[src/rtl/mux_sel_seq_if.sv]
// ---------------------------------------------------------------------------
// mux_sel_seq_if : select-code beat stream between sequencer and operand mux.
// Revision: 1.0
// ---------------------------------------------------------------------------
`default_nettype none

interface mux_sel_seq_if #(
  parameter int LEN_W = 4
);
  logic [1:0]       sel;
  logic             sel_valid;
  logic             sel_ready;
  logic [LEN_W-1:0] step_idx;

  modport master (output sel, output sel_valid, output step_idx, input sel_ready);
  modport slave  (input sel, input sel_valid, input step_idx, output sel_ready);
endinterface

`default_nettype wire

[src/rtl/mux_sel_seq.sv]
// ---------------------------------------------------------------------------
// mux_sel_seq : replays a latched 2-bit select pattern for N passes, then done.
// Optional MUX_SEL_SEQ_STALL_CNT_EN adds a saturating stall_cnt output.
// Revision: 1.0
// ---------------------------------------------------------------------------
`default_nettype none

module mux_sel_seq #(
  parameter int NUM_STEPS = 8,
  parameter int LEN_W     = 4,
  parameter int REP_W     = 8
) (
  input  wire logic                   clk,
  input  wire logic                   rst,
  input  wire logic                   start,
  input  wire logic                   abort,
  input  wire logic [2*NUM_STEPS-1:0] cfg_pattern,
  input  wire logic [LEN_W-1:0]       cfg_len,
  input  wire logic [REP_W-1:0]       cfg_repeat,
  mux_sel_seq_if.master               bus,
  output logic                        busy,
  output logic                        done
`ifdef MUX_SEL_SEQ_STALL_CNT_EN
  ,
  output logic [15:0]                 stall_cnt
`endif
);

  localparam logic [1:0] S_IDLE = 2'd0;
  localparam logic [1:0] S_RUN  = 2'd1;
  localparam logic [1:0] S_DONE = 2'd2;

  localparam logic [LEN_W-1:0] c_max_len = LEN_W'(NUM_STEPS);

  logic [1:0]             r_state;
  logic [1:0]             w_state_nxt;
  logic [2*NUM_STEPS-1:0] r_pattern;
  logic [LEN_W-1:0]       r_len;
  logic [REP_W-1:0]       r_rep;
  logic [LEN_W-1:0]       r_step;
  logic [REP_W-1:0]       r_pass;
  logic [LEN_W-1:0]       w_len_clamped;
  logic [1:0]             w_sel;
  logic                   w_accept;
  logic                   w_last_step;
  logic                   w_last_pass;

  assign w_len_clamped = (cfg_len > c_max_len) ? c_max_len : cfg_len;
  assign w_accept      = (r_state == S_RUN) && bus.sel_ready;
  assign w_last_step   = (r_step == (r_len - 1'b1));
  assign w_last_pass   = (r_pass == r_rep);

  always_ff @(posedge clk) begin
    if (rst) begin
      r_state <= S_IDLE;
    end else begin
      r_state <= w_state_nxt;
    end
  end

  always_comb begin
    w_state_nxt = r_state;
    case (r_state)
      S_IDLE: begin
        if (start) begin
          w_state_nxt = (cfg_len == '0) ? S_DONE : S_RUN;
        end
      end
      S_RUN: begin
        if (abort) begin
          w_state_nxt = S_IDLE;
        end else if (w_accept && w_last_step && w_last_pass) begin
          w_state_nxt = S_DONE;
        end
      end
      S_DONE:  w_state_nxt = S_IDLE;
      default: w_state_nxt = S_IDLE;
    endcase
  end

  always_comb begin
    bus.sel_valid = (r_state == S_RUN);
    busy          = (r_state == S_RUN);
    done          = (r_state == S_DONE);
    bus.sel       = w_sel;
    bus.step_idx  = r_step;
  end

  // Step is left untouched outside RUN so sel keeps its last beat after done.
  always_ff @(posedge clk) begin
    if (rst) begin
      r_pattern <= '0;
      r_len     <= '0;
      r_rep     <= '0;
      r_step    <= '0;
      r_pass    <= '0;
    end else if (r_state == S_IDLE) begin
      if (start && (cfg_len != '0)) begin
        r_pattern <= cfg_pattern;
        r_len     <= w_len_clamped;
        r_rep     <= cfg_repeat;
        r_step    <= '0;
        r_pass    <= '0;
      end
    end else if ((r_state == S_RUN) && !abort && w_accept) begin
      if (!w_last_step) begin
        r_step <= r_step + 1'b1;
      end else if (!w_last_pass) begin
        r_step <= '0;
        r_pass <= r_pass + 1'b1;
      end
    end
  end

  always_comb begin
    w_sel = 2'd0;
    for (int i = 0; i < NUM_STEPS; i++) begin
      if (r_step == LEN_W'(i)) begin
        w_sel = r_pattern[2*i +: 2];
      end
    end
  end

`ifdef MUX_SEL_SEQ_STALL_CNT_EN
  logic [15:0] r_stall_cnt;

  always_ff @(posedge clk) begin
    if (rst) begin
      r_stall_cnt <= '0;
    end else if ((r_state == S_IDLE) && start) begin
      r_stall_cnt <= '0;
    end else if ((r_state == S_RUN) && !bus.sel_ready && (r_stall_cnt != 16'hFFFF)) begin
      r_stall_cnt <= r_stall_cnt + 16'd1;
    end
  end

  assign stall_cnt = r_stall_cnt;
`endif

endmodule

`default_nettype wire

[src/flat_wrapper.sv]
// flat-port wrapper written by rule: the top's interface ports become plain ports
module mux_sel_seq_flat 
#(
  parameter int NUM_STEPS = 8,
  parameter int LEN_W     = 4,
  parameter int REP_W     = 8
)
  (clk, rst, start, abort, cfg_pattern, cfg_len, cfg_repeat, busy, done, bus_sel, bus_sel_valid, bus_step_idx, bus_sel_ready);
  mux_sel_seq_if #(.LEN_W(LEN_W)) bus_i ();
  input  wire logic clk;
  input  wire logic rst;
  input  wire logic start;
  input  wire logic abort;
  input  wire logic [2*NUM_STEPS-1:0] cfg_pattern;
  input  wire logic [LEN_W-1:0] cfg_len;
  input  wire logic [REP_W-1:0] cfg_repeat;
  output logic busy;
  output logic done;
  output wire logic [$bits(bus_i.sel)-1:0] bus_sel;
  output wire logic [$bits(bus_i.sel_valid)-1:0] bus_sel_valid;
  output wire logic [$bits(bus_i.step_idx)-1:0] bus_step_idx;
  input wire logic [$bits(bus_i.sel_ready)-1:0] bus_sel_ready;
  assign bus_sel = bus_i.sel;
  assign bus_sel_valid = bus_i.sel_valid;
  assign bus_step_idx = bus_i.step_idx;
  assign bus_i.sel_ready = bus_sel_ready;
  mux_sel_seq #(.NUM_STEPS(NUM_STEPS), .LEN_W(LEN_W), .REP_W(REP_W)) u_core (.clk(clk), .rst(rst), .start(start), .abort(abort), .cfg_pattern(cfg_pattern), .cfg_len(cfg_len), .cfg_repeat(cfg_repeat), .bus(bus_i), .busy(busy), .done(done));
endmodule
[config.mk]
export PLATFORM = sky130hd
export DESIGN_NAME = mux_sel_seq_flat
export DESIGN_NICKNAME = d
export VERILOG_FILES = /design/src/rtl/mux_sel_seq_if.sv /design/src/rtl/mux_sel_seq.sv /design/src/flat_wrapper.sv
export SDC_FILE = /design/constraint.sdc
export NUM_CORES = 1
export LEC_CHECK = 0
export BUFFER_PORTS_ARGS = -buffer_cell sky130_fd_sc_hd__buf_2
export CELL_PAD_IN_SITES_DETAIL_PLACEMENT = 1
export CELL_PAD_IN_SITES_GLOBAL_PLACEMENT = 1
export CORE_ASPECT_RATIO = 0.75
export CORE_MARGIN = 2
export CORE_UTILIZATION = 36
export CTS_CLUSTER_DIAMETER = 30
export DETAILED_ROUTE_END_ITERATION = 10
export PLACE_DENSITY_LB_ADDON = 0.05
export RECOVER_POWER = 25
export SLEW_MARGIN = 10
export SYNTH_ARGS = -nofsm -noshare
export SYNTH_HDL_FRONTEND = slang
export SYNTH_SLANG_ARGS = --single-unit
[constraint.sdc]
create_clock -name clk -period 2.08 [get_ports clk]
set_input_delay 0.208 -clock clk [delete_from_list [all_inputs] [get_ports clk]]
set_output_delay 0.208 -clock clk [all_outputs]
set_load 0.1 [all_outputs]
==> results.py <==
metrics = {
    "final_layout": {
        "num-nets-final": 365,
        "antenna_cells": 0,
        "post-route-cell-area_um2": 2900,
        "area_delta_synth_final_pct": 37.2,
        "drive_above_1_share_pct": 34.6,
        "finalCoreUtilization_pct": 50.6,
    },
    "setup_path": {
        "critPathCaptureType": "register",
        "r2r_cells": 8,
        "cp_max_fo": 5,
        "arrival_ps": 2280,
        "crit_top_cell": "buf_4",
        "crit_cells": 8,
        "worstPathRequired_ps": 2270,
        "path_buf_inv": 2,
        "worstSetupPathType": "reg -> reg",
        "cp-start-kind": "register",
        "startpoint": "u_core.bus.step_idx[2]",
        "crit_family": "compound AO/OA/AOI/OAI gates",
        "r2r-end": "u_core.r_pass[5]",
        "slowest_stage": "xor3_1",
        "crit_end": "u_core.r_pass[5]",
        "worst-r2r-setup-slack_ps": -6,
        "slowest_delay_ps": 400,
        "crit_chain": "xor3_1 > nor3_2 > nand2_1 > o31a_1 > buf_4 > buf_4 > o31ai_2 > a21oi_2",
        "r2r_start": "u_core.bus.step_idx[2]",
    },
    "clocking": {
        "cts_buffers": 5,
        "clock_sinks": 42,
        "cts_tree": "yes",
        "path_clk_slew_ps": 90,
        "clockBufferDepth": 2,
        "h-tree-depth": 2,
        "clock_latency_ps": 300,
        "clk_root_buffer_cell": "clkbuf_8",
        "ctsHoldBuffers": 0,
    },
    "global_route": {
        "met2_usage_pct": 29.1,
        "busiest_layer": "met1",
        "grt_pass1_wl_um": 10100,
        "globalRouteTotalUtil_pct": 19.8,
        "use_met3_pct": 3.67,
        "grt_max_degree": 32,
        "met1_usage_pct": 29.4,
        "antenna_found_initial": 0,
        "overflow": 0,
        "grt_pass1_vias": 1967,
    },
    "floorplan": {
        "die-area_um2": 6520,
        "core_um2": 5740,
        "initial_core_util_pct": 36.9,
        "rows": 24,
        "die_y_um": 70.4,
        "die_x_um": 92.6,
        "io_pins": 42,
    },
    "logic_synthesis": {
        "synth_common_cells": "nand2_1 (67), dfxtp_1 (42), a21oi_1 (38)",
        "netlist.area_leader.share_pct": 39.7,
        "synth-seq-area-share_pct": 39.7,
        "synth_edf_count": 0,
        "synth.most_common_cell": "nand2_1",
        "postSynthAreaPerCell_um2": 7.93,
        "postSynth.asyncResetShare_pct": 0,
        "synth_top_cell_by_area": "dfxtp_1",
        "synth_cell_types": 42,
        "synth_top_flop_cell": "dfxtp_1",
        "ys_ff_latch": 42,
        "synth_warnings": 0,
        "synth.area.top_cells": "dfxtp_1 (40%), nand2_1 (12%), a21oi_1 (9.0%)",
        "synth_area_um2": 2120,
        "synth_cells": 267,
        "syn-num-nets": 306,
    },
    "sta": {
        "min_period_over_period_pct": 100,
        "final-hold-violation-count": 0,
        "finalWorstSetupSlack_ps": -6.08,
        "finClkSkew_ps": 9.75,
        "setup_violations": 2,
        "fmax_mhz": 479,
        "slew_violations": 0,
        "slew_headroom_pct": 23.2,
        "tns_ps": -7.67,
        "worst_slew_pin_slew_ps": 1160,
        "period_needed_ps": 2090,
        "rsz0062_at_grt": "yes",
    },
    "run_status": {
        "status": "complete, but fails checks",
        "violations": "setup timing",
    },
    "power_and_ir_drop": {
        "clockPowerShare_pct": 33.8,
        "seqPwrFrac_pct": 44.6,
        "p_leak_nw": 1.11,
        "vdd_drop_max_mv": 0.308,
        "swShare_pct": 30.0,
        "pwr-share-comb_pct": 21.6,
        "power_mw": 1.95,
        "switchingPower_mw": 0.583,
        "power-per-cell-area_nw_per_um2": 670,
        "p_int_mw": 1.36,
    },
    "detailed_routing": {
        "drc": 0,
        "ant_nets": 0,
        "avgRoutedWirePerCell_um": 15.0,
        "drt_first_pass_iters": 4,
        "drt_iter0_markers": 47,
        "dr_total_vias": 2041,
        "finalWirelength_um": 6060,
        "viasPerCell": 5.04,
    },
    "placed_design": {
        "place_ws_ps": -74.0,
        "gp_congestion": 0.758,
        "io_buffer_count": 41,
        "dpl_cell_area_um2": 2590,
        "dp_hpwl_um": 4210,
    },
    "hold_path": {
        "hp-class": "in -> reg",
    },
    "job": {
        "cap_violations": 0,
    },
}
power by group through the flow:
stage | Sequential [mW] | Clock (mW) | Combinational (mW)
6_report | 0.868 | 0.658 | 0.420
5_1_grt | 0.873 | 0.706 | 0.460
4_1_cts | 0.868 | 0.688 | 0.412
3_5_place_dp | 0.887 | 0 | 0.384
3_3_place_gp | 0.886 | 0 | 0.380
2_1_floorplan | 0.892 | 0 | 0.246
sequential cells by signal, summed over array words and instances (netlist names):
| name | flops |
|---|---|
| u_core.r_state | 2 |
| u_core.r_rep | 8 |
| u_core.r_pass | 8 |
| u_core.r_len | 4 |
| u_core.bus.step_idx | 4 |
| u_core.r_pattern | 16 |
per-layer routing:
metal,vias up,wire length [um]
met1,961,3210
met2,43,2500
li1,1030,-
met3,7,268
met5,-,0
met4,0,76
timing repair:
action                                  4_1_cts  5_1_grt
resized for setup                            14       16
pin swaps                                    13       10
endpoints found under the setup margin        4       13
buffers inserted                              9        1
kinds of logic after synthesis:
logic type / count (synthesis) / share of synthesized area (%)
AOI/OAI and AO/OA: 62 / 17.4
buffers and inverters: 24 / 4.79
muxes: 2 / 0.946
adders and majority gates: 6 / 3.55
and+or+nand+nor: 116 / 25.8
xor gates and xnor gates: 15 / 7.80
DFF: 42 / 39.7
worst min-delay path, stage by stage:
cell,delay (ps)
buf_2,90
nand2_1,50
a21oi_1,50
how the worst min path moves through the flow:
stage	end	start	slack, ps	depth (start not counted)
global route	u_core.r_rep[0]	cfg_repeat[0]	140	3
CTS	u_core.r_pattern[3]	cfg_pattern[3]	130	3
finish	u_core.r_pattern[3]	cfg_pattern[3]	140	3
global placement	u_core.r_pattern[1]	u_core.r_pattern[1]	440	2
detailed placement	u_core.r_pattern[1]	u_core.r_pattern[1]	450	2
floorplan	u_core.r_pattern[13]	cfg_pattern[13]	340	2
per-stage QoR:
step | hold WS [ps] | std cells
2_1_floorplan | 344 | 267
3_3_place_gp | 445 | 387
3_5_place_dp | 451 | 387
4_1_cts | 125 | 404
5_1_grt | 141 | 405
6_report | 138 | 405
placed cells by master (no fill, tap or decap), drive strengths merged, types with 2 or more instances in the layout:
master / count
mux2i: 2
o22ai: 3
nand4: 2
buf: 59
and3: 4
a31oi: 2
a211oi: 2
clkbuf: 14
o21ai: 6
a21oi: 38
nand2: 67
nand2b: 2
nor2b: 2
nor2: 12
nor3: 5
dfxtp: 42
xnor2: 13
or4: 5
nand3b: 8
a21bo: 2
a22oi: 2
ha: 6
or3: 3
inv: 9
nand3: 3
layout make-up:
type | count | area, um^2
inverters | 10 | 46.3
multi-input cells | 201 | 1360
clock buffers | 7 | 76.3
fillers | 705 | 2830
clock inverters | 1 | 30.0
well taps | 78 | 97.6
flip-flops and latches | 42 | 860
repair buffers | 66 | 438
(Power assumes the default switching activity.)
